===== config.mk =====
export PLATFORM = sky130hd
export DESIGN_NAME = instr_encoder
export DESIGN_NICKNAME = d
export VERILOG_FILES = /design/src/rtl/instr_enc_pkg.sv /design/src/rtl/instr_encoder_fifo.sv /design/src/rtl/instr_encoder.sv
export SDC_FILE = /design/constraint.sdc
export NUM_CORES = 1
export LEC_CHECK = 0
export CORE_MARGIN = 1.5
export CORE_UTILIZATION = 47
export DETAILED_ROUTE_END_ITERATION = 16
export GPL_ROUTABILITY_DRIVEN = 0
export GPL_TIMING_DRIVEN = 0
export PLACE_DENSITY = 0.82
export REMOVE_ABC_BUFFERS = 1
export SYNTH_ARGS = -nofsm -noshare
export SYNTH_HDL_FRONTEND = slang
export SYNTH_SLANG_ARGS = --single-unit

===== constraint.sdc =====
create_clock -name clk -period 4.65 [get_ports clk]
set_clock_uncertainty 0.15 [all_clocks]
set_input_delay 0.6975 -clock clk [delete_from_list [all_inputs] [get_ports clk]]
set_output_delay 0.6975 -clock clk [all_outputs]
set_load 0.02 [all_outputs]

===== src/rtl/instr_enc_pkg.sv =====
// Shared instruction-set constants and the mnemonic-to-word encoder.
// The decoder in the core uses the same opcode/function values.
package instr_enc_pkg;

  localparam int MN_W = 6;

  localparam logic [MN_W-1:0]
    MN_ADD  = 6'd0,  MN_ADDU = 6'd1,  MN_SUB   = 6'd2,  MN_SUBU  = 6'd3,
    MN_AND  = 6'd4,  MN_OR   = 6'd5,  MN_XOR   = 6'd6,  MN_NOR   = 6'd7,
    MN_SLT  = 6'd8,  MN_SLTU = 6'd9,  MN_SLL   = 6'd10, MN_SRL   = 6'd11,
    MN_SRA  = 6'd12, MN_SLLV = 6'd13, MN_SRLV  = 6'd14, MN_SRAV  = 6'd15,
    MN_JR   = 6'd16, MN_JALR = 6'd17,
    MN_ADDI = 6'd18, MN_ADDIU = 6'd19, MN_SLTI = 6'd20, MN_SLTIU = 6'd21,
    MN_ANDI = 6'd22, MN_ORI  = 6'd23, MN_XORI  = 6'd24, MN_LUI   = 6'd25,
    MN_LB   = 6'd26, MN_LH   = 6'd27, MN_LW    = 6'd28, MN_LBU   = 6'd29,
    MN_SB   = 6'd30, MN_SW   = 6'd31, MN_BEQ   = 6'd32, MN_BNE   = 6'd33,
    MN_BLEZ = 6'd34, MN_BGTZ = 6'd35, MN_J     = 6'd36, MN_JAL   = 6'd37,
    MN_BLTZ = 6'd38, MN_BGEZ = 6'd39, MN_BLTZAL = 6'd40, MN_BGEZAL = 6'd41;

  localparam logic [5:0]
    OP_RTYPE = 6'h00, OP_REGIMM = 6'h01, OP_J = 6'h02, OP_JAL = 6'h03,
    OP_BEQ = 6'h04, OP_BNE = 6'h05, OP_BLEZ = 6'h06, OP_BGTZ = 6'h07,
    OP_ADDI = 6'h08, OP_ADDIU = 6'h09, OP_SLTI = 6'h0A, OP_SLTIU = 6'h0B,
    OP_ANDI = 6'h0C, OP_ORI = 6'h0D, OP_XORI = 6'h0E, OP_LUI = 6'h0F,
    OP_LB = 6'h20, OP_LH = 6'h21, OP_LW = 6'h23, OP_LBU = 6'h24,
    OP_SB = 6'h28, OP_SW = 6'h2B;

  localparam logic [5:0]
    FN_SLL = 6'h00, FN_SRL = 6'h02, FN_SRA = 6'h03, FN_SLLV = 6'h04,
    FN_SRLV = 6'h06, FN_SRAV = 6'h07, FN_JR = 6'h08, FN_JALR = 6'h09,
    FN_ADD = 6'h20, FN_ADDU = 6'h21, FN_SUB = 6'h22, FN_SUBU = 6'h23,
    FN_AND = 6'h24, FN_OR = 6'h25, FN_XOR = 6'h26, FN_NOR = 6'h27,
    FN_SLT = 6'h2A, FN_SLTU = 6'h2B;

  localparam logic [4:0]
    RT_BLTZ = 5'b00000, RT_BGEZ = 5'b00001, RT_BLTZAL = 5'b10000, RT_BGEZAL = 5'b10001;

  // beq $0,$0,-1: the loaded program parks here forever.
  localparam logic [31:0] SEAL_WORD = 32'h1000_FFFF;

  typedef enum logic [1:0] {ST_RUN, ST_SEAL, ST_DONE} state_t;

  typedef struct packed {
    logic        legal;
    logic [31:0] word;
  } enc_t;

  function automatic enc_t encode(
    input logic [MN_W-1:0] mn,
    input logic [4:0]      rs,
    input logic [4:0]      rt,
    input logic [4:0]      rd,
    input logic [4:0]      shamt,
    input logic [15:0]     imm,
    input logic [25:0]     target
  );
    enc_t       e;
    logic [5:0] code;
    logic [4:0] rcode;
    e.legal = 1'b1;
    e.word  = 32'h0;
    code    = 6'h00;
    rcode   = 5'h00;
    case (mn)
      MN_ADD:   code = FN_ADD;   MN_ADDU:  code = FN_ADDU;  MN_SUB:   code = FN_SUB;
      MN_SUBU:  code = FN_SUBU;  MN_AND:   code = FN_AND;   MN_OR:    code = FN_OR;
      MN_XOR:   code = FN_XOR;   MN_NOR:   code = FN_NOR;   MN_SLT:   code = FN_SLT;
      MN_SLTU:  code = FN_SLTU;  MN_SLL:   code = FN_SLL;   MN_SRL:   code = FN_SRL;
      MN_SRA:   code = FN_SRA;   MN_SLLV:  code = FN_SLLV;  MN_SRLV:  code = FN_SRLV;
      MN_SRAV:  code = FN_SRAV;  MN_JR:    code = FN_JR;    MN_JALR:  code = FN_JALR;
      MN_ADDI:  code = OP_ADDI;  MN_ADDIU: code = OP_ADDIU; MN_SLTI:  code = OP_SLTI;
      MN_SLTIU: code = OP_SLTIU; MN_ANDI:  code = OP_ANDI;  MN_ORI:   code = OP_ORI;
      MN_XORI:  code = OP_XORI;  MN_LUI:   code = OP_LUI;   MN_LB:    code = OP_LB;
      MN_LH:    code = OP_LH;    MN_LW:    code = OP_LW;    MN_LBU:   code = OP_LBU;
      MN_SB:    code = OP_SB;    MN_SW:    code = OP_SW;    MN_BEQ:   code = OP_BEQ;
      MN_BNE:   code = OP_BNE;   MN_BLEZ:  code = OP_BLEZ;  MN_BGTZ:  code = OP_BGTZ;
      MN_J:     code = OP_J;     MN_JAL:   code = OP_JAL;
      MN_BLTZ:  rcode = RT_BLTZ;   MN_BGEZ:   rcode = RT_BGEZ;
      MN_BLTZAL: rcode = RT_BLTZAL; MN_BGEZAL: rcode = RT_BGEZAL;
      default:  e.legal = 1'b0;
    endcase
    if (mn <= MN_JALR) begin
      case (mn)
        MN_SLL, MN_SRL, MN_SRA: e.word = {OP_RTYPE, 5'd0, rt, rd, shamt, code};
        MN_JR:                  e.word = {OP_RTYPE, rs, 15'd0, code};
        MN_JALR:                e.word = {OP_RTYPE, rs, 5'd0, rd, 5'd0, code};
        default:                e.word = {OP_RTYPE, rs, rt, rd, 5'd0, code};
      endcase
    end else if (mn <= MN_BGTZ) begin
      case (mn)
        MN_LUI:           e.word = {code, 5'd0, rt, imm};
        MN_BLEZ, MN_BGTZ: e.word = {code, rs, 5'd0, imm};
        default:          e.word = {code, rs, rt, imm};
      endcase
    end else if (mn <= MN_JAL) begin
      e.word = {code, target};
    end else if (mn <= MN_BGEZAL) begin
      e.word = {OP_REGIMM, rs, rcode, imm};
    end
    return e;
  endfunction

endpackage


===== src/rtl/instr_encoder_fifo.sv =====
// Count-based synchronous FIFO holding {addr, word} pairs for the encoder.
// head reads as zero while the FIFO is empty.
module enc_fifo #(
  parameter int DEPTH = 2,
  parameter int WIDTH = 64
) (
  input  logic             clk,
  input  logic             rst,
  input  logic             push,
  input  logic             pop,
  input  logic [WIDTH-1:0] data,
  output logic [WIDTH-1:0] head,
  output logic             full,
  output logic             empty
);

  localparam int AW = (DEPTH > 1) ? $clog2(DEPTH) : 1;
  localparam int CW = AW + 1;

  logic [WIDTH-1:0] mem [DEPTH];
  logic [AW-1:0]    wr_ptr;
  logic [AW-1:0]    rd_ptr;
  logic [CW-1:0]    count;
  logic             do_push;
  logic             do_pop;

  assign full    = (count == CW'(DEPTH));
  assign empty   = (count == '0);
  assign do_push = push && !full;
  assign do_pop  = pop && !empty;
  assign head    = empty ? '0 : mem[rd_ptr];

  // NOTE: storage is deliberately not reset; count gates every read, so stale entries are never seen.
  always_ff @(posedge clk) begin
    if (do_push) mem[wr_ptr] <= data;
  end

  // NOTE: sequential state uses non-blocking assignments so all registers see pre-edge values.
  always_ff @(posedge clk) begin
    if (rst) begin
      wr_ptr <= '0;
      rd_ptr <= '0;
      count  <= '0;
    end else begin
      if (do_push) wr_ptr <= wr_ptr + AW'(1);
      if (do_pop)  rd_ptr <= rd_ptr + AW'(1);
      case ({do_push, do_pop})
        2'b10:   count <= count + CW'(1);
        2'b01:   count <= count - CW'(1);
        default: ;
      endcase
    end
  end

endmodule


===== src/rtl/instr_encoder.sv =====
// Encodes mnemonic+operand requests into MIPS words with byte addresses,
// buffered through a small FIFO; a seal command appends a self-loop and locks.
module instr_encoder
  import instr_enc_pkg::*;
#(
  parameter logic [31:0] BASE_ADDR = 32'h0000_0000,
  parameter int          DEPTH     = 2
) (
  input  logic            clk,
  input  logic            rst,
  input  logic            in_valid,
  output logic            in_ready,
  input  logic [MN_W-1:0] in_mn,
  input  logic [4:0]      in_rs,
  input  logic [4:0]      in_rt,
  input  logic [4:0]      in_rd,
  input  logic [4:0]      in_shamt,
  input  logic [15:0]     in_imm,
  input  logic [25:0]     in_target,
  input  logic            in_seal,
  output logic            out_valid,
  input  logic            out_ready,
  output logic [31:0]     out_word,
  output logic [31:0]     out_addr,
  output logic            err_illegal,
  output logic [7:0]      illegal_cnt,
  output logic            done
);

  state_t      state;
  logic [31:0] pc;
  enc_t        enc;
  logic        accept;
  logic        push;
  logic        pop;
  logic        full;
  logic        empty;
  logic [63:0] push_data;
  logic [63:0] head;

  assign enc       = encode(in_mn, in_rs, in_rt, in_rd, in_shamt, in_imm, in_target);
  assign in_ready  = (state == ST_RUN) && !full;
  assign accept    = in_valid && in_ready;
  assign out_valid = !empty;
  assign pop       = out_valid && out_ready;
  assign {out_addr, out_word} = head;
  assign done      = (state == ST_DONE);

  // NOTE: every always_comb output gets a default first so no path can infer a latch.
  always_comb begin
    push      = 1'b0;
    push_data = {pc, enc.word};
    if (state == ST_RUN) begin
      push = accept && !in_seal && enc.legal;
    end else if (state == ST_SEAL) begin
      push      = !full;
      push_data = {pc, SEAL_WORD};
    end
  end

  always_ff @(posedge clk) begin
    if (rst) begin
      state       <= ST_RUN;
      pc          <= BASE_ADDR;
      err_illegal <= 1'b0;
      illegal_cnt <= 8'd0;
    end else begin
      err_illegal <= 1'b0;
      if (push) pc <= pc + 32'd4;
      case (state)
        ST_RUN: begin
          if (accept) begin
            if (in_seal) begin
              state <= ST_SEAL;
            end else if (!enc.legal) begin
              // Illegal words consume the handshake but never reach the FIFO.
              err_illegal <= 1'b1;
              if (illegal_cnt != 8'hFF) illegal_cnt <= illegal_cnt + 8'd1;
            end
          end
        end
        ST_SEAL: if (!full) state <= ST_DONE;
        default: ;
      endcase
    end
  end

  enc_fifo #(
    .DEPTH(DEPTH),
    .WIDTH(64)
  ) u_fifo (
    .clk  (clk),
    .rst  (rst),
    .push (push),
    .pop  (pop),
    .data (push_data),
    .head (head),
    .full (full),
    .empty(empty)
  );

endmodule

==> qor.txt, run 1 <==
status = complete, no violations
Final #Nets = 879
Post-Synth Adder-Cell Area = 0.488%
largest net degree at the start of global routing = 62
All-Layer GR Usage = 21.4%
Post-synth EDFFs = 122
Avg WL per Cell = 17.1 um
final wirelength = 17.6 mm
Yosys cell types = 56
Critical Path Stages = 8
first-pass GRT wire length = 27.7 mm
Initial Utilization = 48.2%
clk sink count = 168
Final setup viols = 0
Least-Margin Pin Slew = 1.25 ns
Synth Area per Inst = 11.4 um^2
Leak = 3.22 nW
FF-to-FF setup slack = 1.50 ns
first-pass detailed-route iteration total = 5
largest area contributor in the netlist = edfxtp_1
Die ar. = 17100 um^2
Placed Cells = 999
r2r endpoint = u_fifo.mem[0][5]
crit-path cells = clkdlybuf4s50_1, o21ai_1, a211oi_2, nor2_1, inv_1, nor2_4, buf_12, buf_16
Buf/Inv on CP = 4
commonest non-fill, non-tap cell in the layout = clkdlybuf4s50_1
CP Launch Type = input port
Site Rows = 46
final non-filler cell total = 1032
CP Class = in -> reg
Crit path arrival time = 3.91 ns
layout cell share with drive strength beyond 1 = 7.11%
top post-synthesis cells by area = edfxtp_1, dfxtp_1, mux2i_1
cts hold-fix bufs = 0
Yosys top cell area share = 47.7%
vias per cell = 5.53
Post-Synth XOR/XNOR Area = 2.73%
vias in the first global route = 5571
crit path capture = u_fifo.mem[0][5]
post-synthesis compound-gate area fraction = 10.5%
Tmin final = 3.93 ns
Post-CTS Setup Bufs = 0
Buffers on Ports = 145
# diodes = 0
core area = 15900 um^2
Worst path max stage delay = 0.78 ns
width of the die = 131 um
Mapped Cells = 676
Post-Place Worst Slack = -0.00174 ns
drt initial violations = 464
Crit path max-delay family = buffers and inverters
CP max stage cell = clkdlybuf4s50_1
CTS Buffer Depth = 2
Worst Path Required = 4.63 ns
unrepaired setup endpoints after global routing = no
antenna violations before repair = 0
Max-Cap Viols = 0
power density cells = 479 nW/um^2
Reg2Reg Depth = 7
CTS root buf = clkbuf_16
worst vdd rail ir drop = 0.272 mV
Total Power = 4.76 mW
io pins = 149
crit share post-route = 84.4%
Inserted Clock Buffers = 17
main combinational cell family by area after synthesis = simple AND/OR/NAND/NOR gates
Clock Latency Late Sink = 0.43 ns
Yosys reg bits = 168
PnR worst setup slack = 0.723 ns
post-route ant nets = 0
commonest non-fill, non-tap cells in the layout = clkdlybuf4s50_1, edfxtp_1, nor2_1
vias = 5707
Crit Reg-Reg Startpoint = u_fifo.count[0]
FMAX = 0.255 GHz
htree depth = 4
DIE HEIGHT = 131 um
DRC errors left = 0
proportion of synthesized area in mux cells = 8.07%
hold crit path type = reg -> reg
Critical Path Fanout Max = 23
post-synthesis instance area = 7690 um^2
fin util = 62.3%
layout overhead on the synthesized area = 29.3%
post-synthesis sequential area ratio = 59.6%
Slew Limit Fails = 0
Slew HR = 16.3%
CTS tree = done
Worst Setup SP = in_mn[1]
asr flop ratio synth = 0%
Resized Gates After CTS = 0
crit path capture type = register
grt total ovfl = 0
Hold Fails Final Rpt = 0
YS warnings = 0
Post-Synth Simple-Gate Area = 15.5%
post-DP HPWL = 11.7 mm
Reg clk slew, reported paths = 0.06 ns
dominant synthesized flop cell = edfxtp_1
per-layer routing:
metal / wire length [um] / track usage, % / part of all wire [%] / vias to the layer above
met1: 7370 / 25.6 / 42 / 2752
met3: 1050 / 5.94 / 6.0 / 33
met5: 0 / 0 / 0 / -
met2: 8730 / 36.5 / 50 / 164
li1: - / - / - / 2758
met4: 459 / 8.66 / 2.6 / 0
cell usage after synthesis (all sizes together) (13+ instances only):
cell type	count
edfxtp	122
nor2	113
mux2i	62
dfxtp	46
a21oi	35
o21ai	32
nand2	25
clkbuf	24
xnor2	22
a22oi	21
buf	21
or3	16
nand4	14
nand3	13
through the flow:
| step | area [um^2] | hold WS [ns] | setup TNS (ns) |
|---|---|---|---|
| floorplan | 7500 | 0.276 | -11.11 |
| global placement | 9220 | 0.305 | -269.90 |
| detailed placement | 9350 | 0.320 | -0.00174 |
| CTS | 9920 | 0.330 | 0 |
| global route | 9940 | 0.341 | 0 |
| finish | 9940 | 0.322 | 0 |
worst min path at each step:
stage / depth (start not counted) / end / startpoint
CTS: 0 / u_fifo.mem[0][55] / pc[23]
global route: 0 / u_fifo.mem[0][55] / pc[23]
floorplan: 0 / u_fifo.mem[0][55] / pc[23]
detailed placement: 0 / u_fifo.mem[0][55] / pc[23]
finish: 0 / u_fifo.mem[0][55] / pc[23]
global placement: 0 / u_fifo.mem[0][63] / pc[31]
power by group:
part	internal [mW]	switching, mW	total, mW	leakage [nW]
clock	0.747	0.580	1.33	0.281
sequential	1.79	0.0871	1.87	1.54
combinational	0.688	0.870	1.56	1.40
flip-flops by register name (all words and copies together), names as in the netlist, named ones only:
signal,count
err_illegal,1
illegal_cnt,8
pc,30
state,2
u_fifo.count,2
u_fifo.mem,122
u_fifo.rd_ptr,1
u_fifo.wr_ptr,1
cells by family after synthesis:
logic type | count (synthesis)
flip-flops | 168
XOR/XNOR | 24
buffers and inverters | 54
adder cells (fa/ha/maj) | 3
multiplexers | 62
other | 1
AND/OR/NAND/NOR | 239
AO/OA/AOI/OAI | 125
area by class of cell:
| class | count | area, um^2 |
|---|---|---|
| Multi-Input combinational cell | 456 | 2910 |
| Sequential cell | 168 | 4590 |
| Clock inverter | 11 | 86.3 |
| Clock buffer | 21 | 480 |
| Timing Repair Buffer | 151 | 1560 |
| Fill cell | 1295 | 6010 |
| Tap cell | 216 | 270 |
| Inverter | 9 | 33.8 |
No activity file was read; power rests on OpenSTA's default activity.
==> run 2, diff against run 1 <==
- CORE_UTILIZATION: 47 -> 52
- PLACE_DENSITY: 0.82 -> 0.86
- clock period: 4.65 -> 3.7 ns (I/O delays scaled with it)
==> qor.txt, run 2 (synthesis results as in run 1) <==
Final #Nets = 878
Worst Path Required = 3.66 ns
commonest non-fill, non-tap cell in the layout = clkdlybuf4s50_1
post-DP HPWL = 12.0 mm
crit share post-route = 96.0%
commonest non-fill, non-tap cells in the layout = clkdlybuf4s50_1, edfxtp_1, nor2_1
Min Hold Slack = 0.307 ns
vias = 5969
CTS root buf = clkbuf_16
first-pass GRT wire length = 29.5 mm
largest net degree at the start of global routing = 62
clk sink count = 168
grt total ovfl = 0
vias in the first global route = 5998
Filler cells = 993
status = complete, no violations
Worst path max stage delay = 0.80 ns
worst vdd rail ir drop = 0.361 mV
Comb pwr share = 33.3%
register with the most flip-flops = u_fifo.mem
io pins = 149
Tmin final = 3.55 ns
Switching Share = 32.7%
Total Power = 5.90 mW
DRC errors left = 0
Inserted Clock Buffers = 17
layout cell share with drive strength beyond 1 = 7.12%
NetSw = 1.93 mW
Initial Utilization = 53.1%
unrepaired setup endpoints after global routing = no
Site Rows = 44
crit-path cells = clkdlybuf4s50_1, o21ai_2, a211oi_4, nor2_1, inv_1, nor2_4, buf_12
hold crit path type = reg -> reg
core area = 14500 um^2
drt initial violations = 722
area of the multi-input gates = 2940 um^2
power density cells = 599 nW/um^2
sequential share of power = 39.8%
CP Launch Type = input port
FMAX = 0.282 GHz
Internal = 3.97 mW
All-Layer GR Usage = 23.7%
Reg clk slew, reported paths = 0.06 ns
Top Registers = u_fifo.mem (122), pc (30), illegal_cnt (8)
post-route ant nets = 0
Max-Cap Viols = 0
clock share of power = 26.9%
Final setup viols = 0
Slew Limit Fails = 0
register area = 4590 um^2
# diodes = 0
Critical Path Fanout Max = 33
width of the die = 125 um
first-pass detailed-route iteration total = 5
CP max stage cell = clkdlybuf4s50_1
Die ar. = 15500 um^2
vias per cell = 5.97
Buffers on Ports = 145
Buf/Inv on CP = 3
CTS tree = done
antenna violations before repair = 0
Slew HR = 21.3%
Crit path arrival time = 3.51 ns
CTS Buffer Depth = 2
Clock Latency Late Sink = 0.42 ns
number of flip-flops in the largest register = 122
crit path capture type = register
final wirelength = 18.4 mm
layout overhead on the synthesized area = 28.2%
Crit path max-delay family = buffers and inverters
Least-Margin Pin Slew = 1.17 ns
Hold Fails Final Rpt = 0
Avg WL per Cell = 18.4 um
DIE HEIGHT = 125 um
CP Class = in -> reg
htree depth = 4
Leak = 3.18 nW
[run 2: cell types whose count changed in the layout (fill, tap and decap cells not counted), moves of 2 or more]
cell        previous run  this run
clkbuf_1               0         3
clkbuf_8               4         0
clkinv_4               4         2
clkinvlp_4             1         4
inv_4                  2         0
nor3b_1                4         2
nor3b_2                0         2
[run 2: final cells by class]
cell class                      count  share of cell area [%]
Sequential cell                   168                    46.6
Multi-Input combinational cell    457                    29.9
Timing Repair Buffer              149                    15.5
Clock buffer                       20                    4.43
Tap cell                          184                    2.34
Clock inverter                     12                   0.965
Inverter                            9                   0.343
[run 2: worst register-to-register path, cell delays in order (launching register included)]
cell     delay [ns]
dfxtp_1        0.45
nor2b_1        0.17
or2_1          0.45
nor2_1         0.41
inv_1          0.24
nor2_4         0.55
buf_12         0.29
[run 2: through the flow]
stage / TNS [ns] / util, % / std cells / instance area [um^2] / setup slack (ns)
after floorplan: -60.95 / - / 633 / 7500 / -0.990
after global placement: -409.06 / 63.4 / 962 / 9180 / -3.46
after detailed placement: -70.10 / 64.1 / 966 / 9280 / -0.735
after CTS: 0 / 67.9 / 999 / 9830 / 0.0589
after global routing: 0 / 68.1 / 999 / 9850 / 0.0222
final: 0 / 68.1 / 999 / 9850 / 0.149
[run 2: timing repair]
action                                  4_1_cts  5_1_grt
cloned                                        1        0
hold buffers                                  0        0
endpoints found under the setup margin       96       48
gates resized for setup                       1        4
setup buffers                                 0        0
hold endpoints to repair                      0        0
pin swaps                                     1        0
[run 2: layer usage]
metal	vias up	global-route usage, %	part of all wire [%]
li1	2751	-	-
met1	2899	27.6	40
met2	272	42.2	51
met3	47	4.81	6.0
met4	0	10.2	2.6
met5	-	0	0
[run 2: worst paths after layout]
| path | start | endpoint | slack (ns) | cells after the start |
|---|---|---|---|---|
| worst max-delay path | in_mn[1] | u_fifo.mem[0][52] | 0.15 | 7 |
| worst min-delay path | pc[23] | u_fifo.mem[1][55] | 0.31 | 0 |
| worst max register to register | u_fifo.count[0] | u_fifo.mem[0][52] | 0.65 | 6 |
| worst min register to register | pc[23] | u_fifo.mem[1][55] | 0.31 | 0 |
[run 2: power by group through the flow]
| stage | logic (mW) | registers (mW) | clock network, mW |
|---|---|---|---|
| after floorplan | 1.04 | 2.42 | 0 |
| after global placement | 1.85 | 2.47 | 0 |
| after detailed placement | 1.95 | 2.38 | 0 |
| after CTS | 1.98 | 2.35 | 1.61 |
| after global routing | 2.10 | 2.36 | 1.68 |
| final | 1.96 | 2.35 | 1.59 |
==> run 3, diff against run 2 <==
- CORE_MARGIN: 1.5 -> 2
==> qor.txt, run 3 (synthesis results as in run 1) <==
status = complete, no violations
Slew Limit Fails = 0
r2r endpoint = u_fifo.mem[1][19]
largest net degree at the start of global routing = 62
Reg2Reg Depth = 4
Slew HR = 16.0%
CTS root buf = clkbuf_16
layout overhead on the synthesized area = 28.9%
clk sink count = 168
power density cells = 605 nW/um^2
Crit path arrival time = 3.34 ns
post-DP HPWL = 11.9 mm
core area = 14500 um^2
Final #Nets = 879
Max-Cap Viols = 0
Reg clk slew, reported paths = 0.06 ns
Clock Latency Late Sink = 0.42 ns
number of flip-flops in the largest register = 122
CTS tree = done
CP max stage cell = and2_4
Avg WL per Cell = 18.2 um
Comb pwr share = 33.0%
Top Registers = u_fifo.mem (122), pc (30), illegal_cnt (8)
vias = 5912
vias per cell = 5.91
width of the die = 126 um
unrepaired setup endpoints after global routing = no
Tmin final = 3.44 ns
final wirelength = 18.2 mm
io pins = 149
Critical Path Fanout Max = 61
Worst path max stage delay = 0.79 ns
Switching Share = 32.4%
clock share of power = 27.9%
CTS Buffer Depth = 2
DRC errors left = 0
crit path capture type = register
sequential share of power = 39.1%
Initial Utilization = 53.1%
DIE HEIGHT = 126 um
first-pass GRT wire length = 28.8 mm
crit share post-route = 93.0%
vias in the first global route = 5954
Crit Reg-Reg Startpoint = u_fifo.count[0]
Finished Cell Area = 9910 um^2
Least-Margin Pin Slew = 1.25 ns
commonest non-fill, non-tap cell in the layout = clkdlybuf4s50_1
hold crit path type = reg -> reg
Site Rows = 44
drt initial violations = 744
worst vdd rail ir drop = 0.358 mV
NetSw = 1.94 mW
htree depth = 4
layout cell share with drive strength beyond 1 = 7.35%
first-pass detailed-route iteration total = 6
Final setup viols = 0
Leak = 3.22 nW
min-delay src = pc[23]
CP Launch Type = input port
CP Class = in -> reg
register with the most flip-flops = u_fifo.mem
Post-Place Worst Slack = -0.724 ns
Inserted Clock Buffers = 17
hold path cells = 0
FF-to-FF setup slack = 0.82 ns
PnR worst setup slack = 0.258 ns
FMAX = 0.291 GHz
Hold Fails Final Rpt = 0
post-route ant nets = 0
Buffers on Ports = 145
# diodes = 0
Hold Path Sink = u_fifo.mem[0][55]
placed inst area = 9310 um^2
Die ar. = 15800 um^2
fin util = 68.4%
commonest non-fill, non-tap cells in the layout = clkdlybuf4s50_1, edfxtp_1, nor2_1
grt total ovfl = 0
Internal = 4.05 mW
antenna violations before repair = 0
All-Layer GR Usage = 22.9%
crit-path cells = clkdlybuf4s50_1, nor3b_1, a211oi_4, nor2_1, and2_4
Worst Path Required = 3.60 ns
==> run 3: changes by cell type in the layout (fill, tap and decap cells not counted) <==
cell / change
clkinv_4: +2
clkbuf_8: +4
nor2_2: -1
clkinv_2: -1
nor3b_1: +2
inv_8: -1
buf_4: +1
clkinvlp_4: -1
nor3b_2: -2
buf_16: +1
clkbuf_1: -3
==> run 3: stage by stage <==
stage | instances | hold slack (ns) | power (mW) | TNS (ns)
finish | 1000 | 0.310 | 6.00 | 0
global route | 1000 | 0.339 | 6.23 | 0
detailed placement | 967 | 0.298 | 4.35 | -70.37
floorplan | 633 | 0.276 | 3.46 | -60.95
CTS | 999 | 0.313 | 6.01 | 0
global placement | 962 | 0.287 | 4.31 | -401.93
==> run 3: cell type report <==
class / count / area [um^2]
Clock buffer: 21 / 480
Clock inverter: 11 / 88.8
Fill cell: 982 / 4570
Inverter: 9 / 33.8
Multi-Input combinational cell: 456 / 2930
Sequential cell: 168 / 4590
Tap cell: 184 / 230
Timing Repair Buffer: 151 / 1560
==> run 3: how the worst max path moves through the flow <==
stage,from,to,slack [ns],depth (start not counted)
after floorplan,in_mn[1],u_fifo.mem[0][0],-0.99,5
after detailed placement,in_mn[1],u_fifo.count[1],-0.72,8
after global routing,in_mn[5],u_fifo.mem[1][6],0.12,5
final,in_mn[4],u_fifo.mem[1][19],0.26,5
after CTS,in_mn[1],u_fifo.mem[0][10],0.07,8
after global placement,in_mn[1],u_fifo.mem[0][13],-3.40,6
==> run 3: layer usage <==
layer  GRT usage (%)  routed length [um]  vias to the layer above
met4            9.41                 469                        0
met3            4.96                1170                       51
met1            26.8                7300                     2837
met2            40.8                9240                      271
met5               0                   0                        -
li1                -                   -                     2753
==> run 3: timing repair <==
action,CTS,global route
cloned,0,0
pin swaps,0,1
endpoints found under the setup margin,111,38
hold buffers,0,0
buffers inserted,0,1
resized for setup,1,3
==> run 3: worst max-delay path, delay by kind of cell <==
| family | cells | cell delay, ns |
|---|---|---|
| compound gates | 1 | 0.22 |
| buf+inv | 1 | 0.76 |
| simple gates | 3 | 1.75 |
==> run 3: power by group through the flow <==
stage	sequential, mW	combinational (mW)	clock (mW)
final	2.34	1.98	1.67
after global routing	2.36	2.11	1.76
after CTS	2.34	1.98	1.69
after detailed placement	2.38	1.97	0
after global placement	2.46	1.85	0
after floorplan	2.42	1.04	0
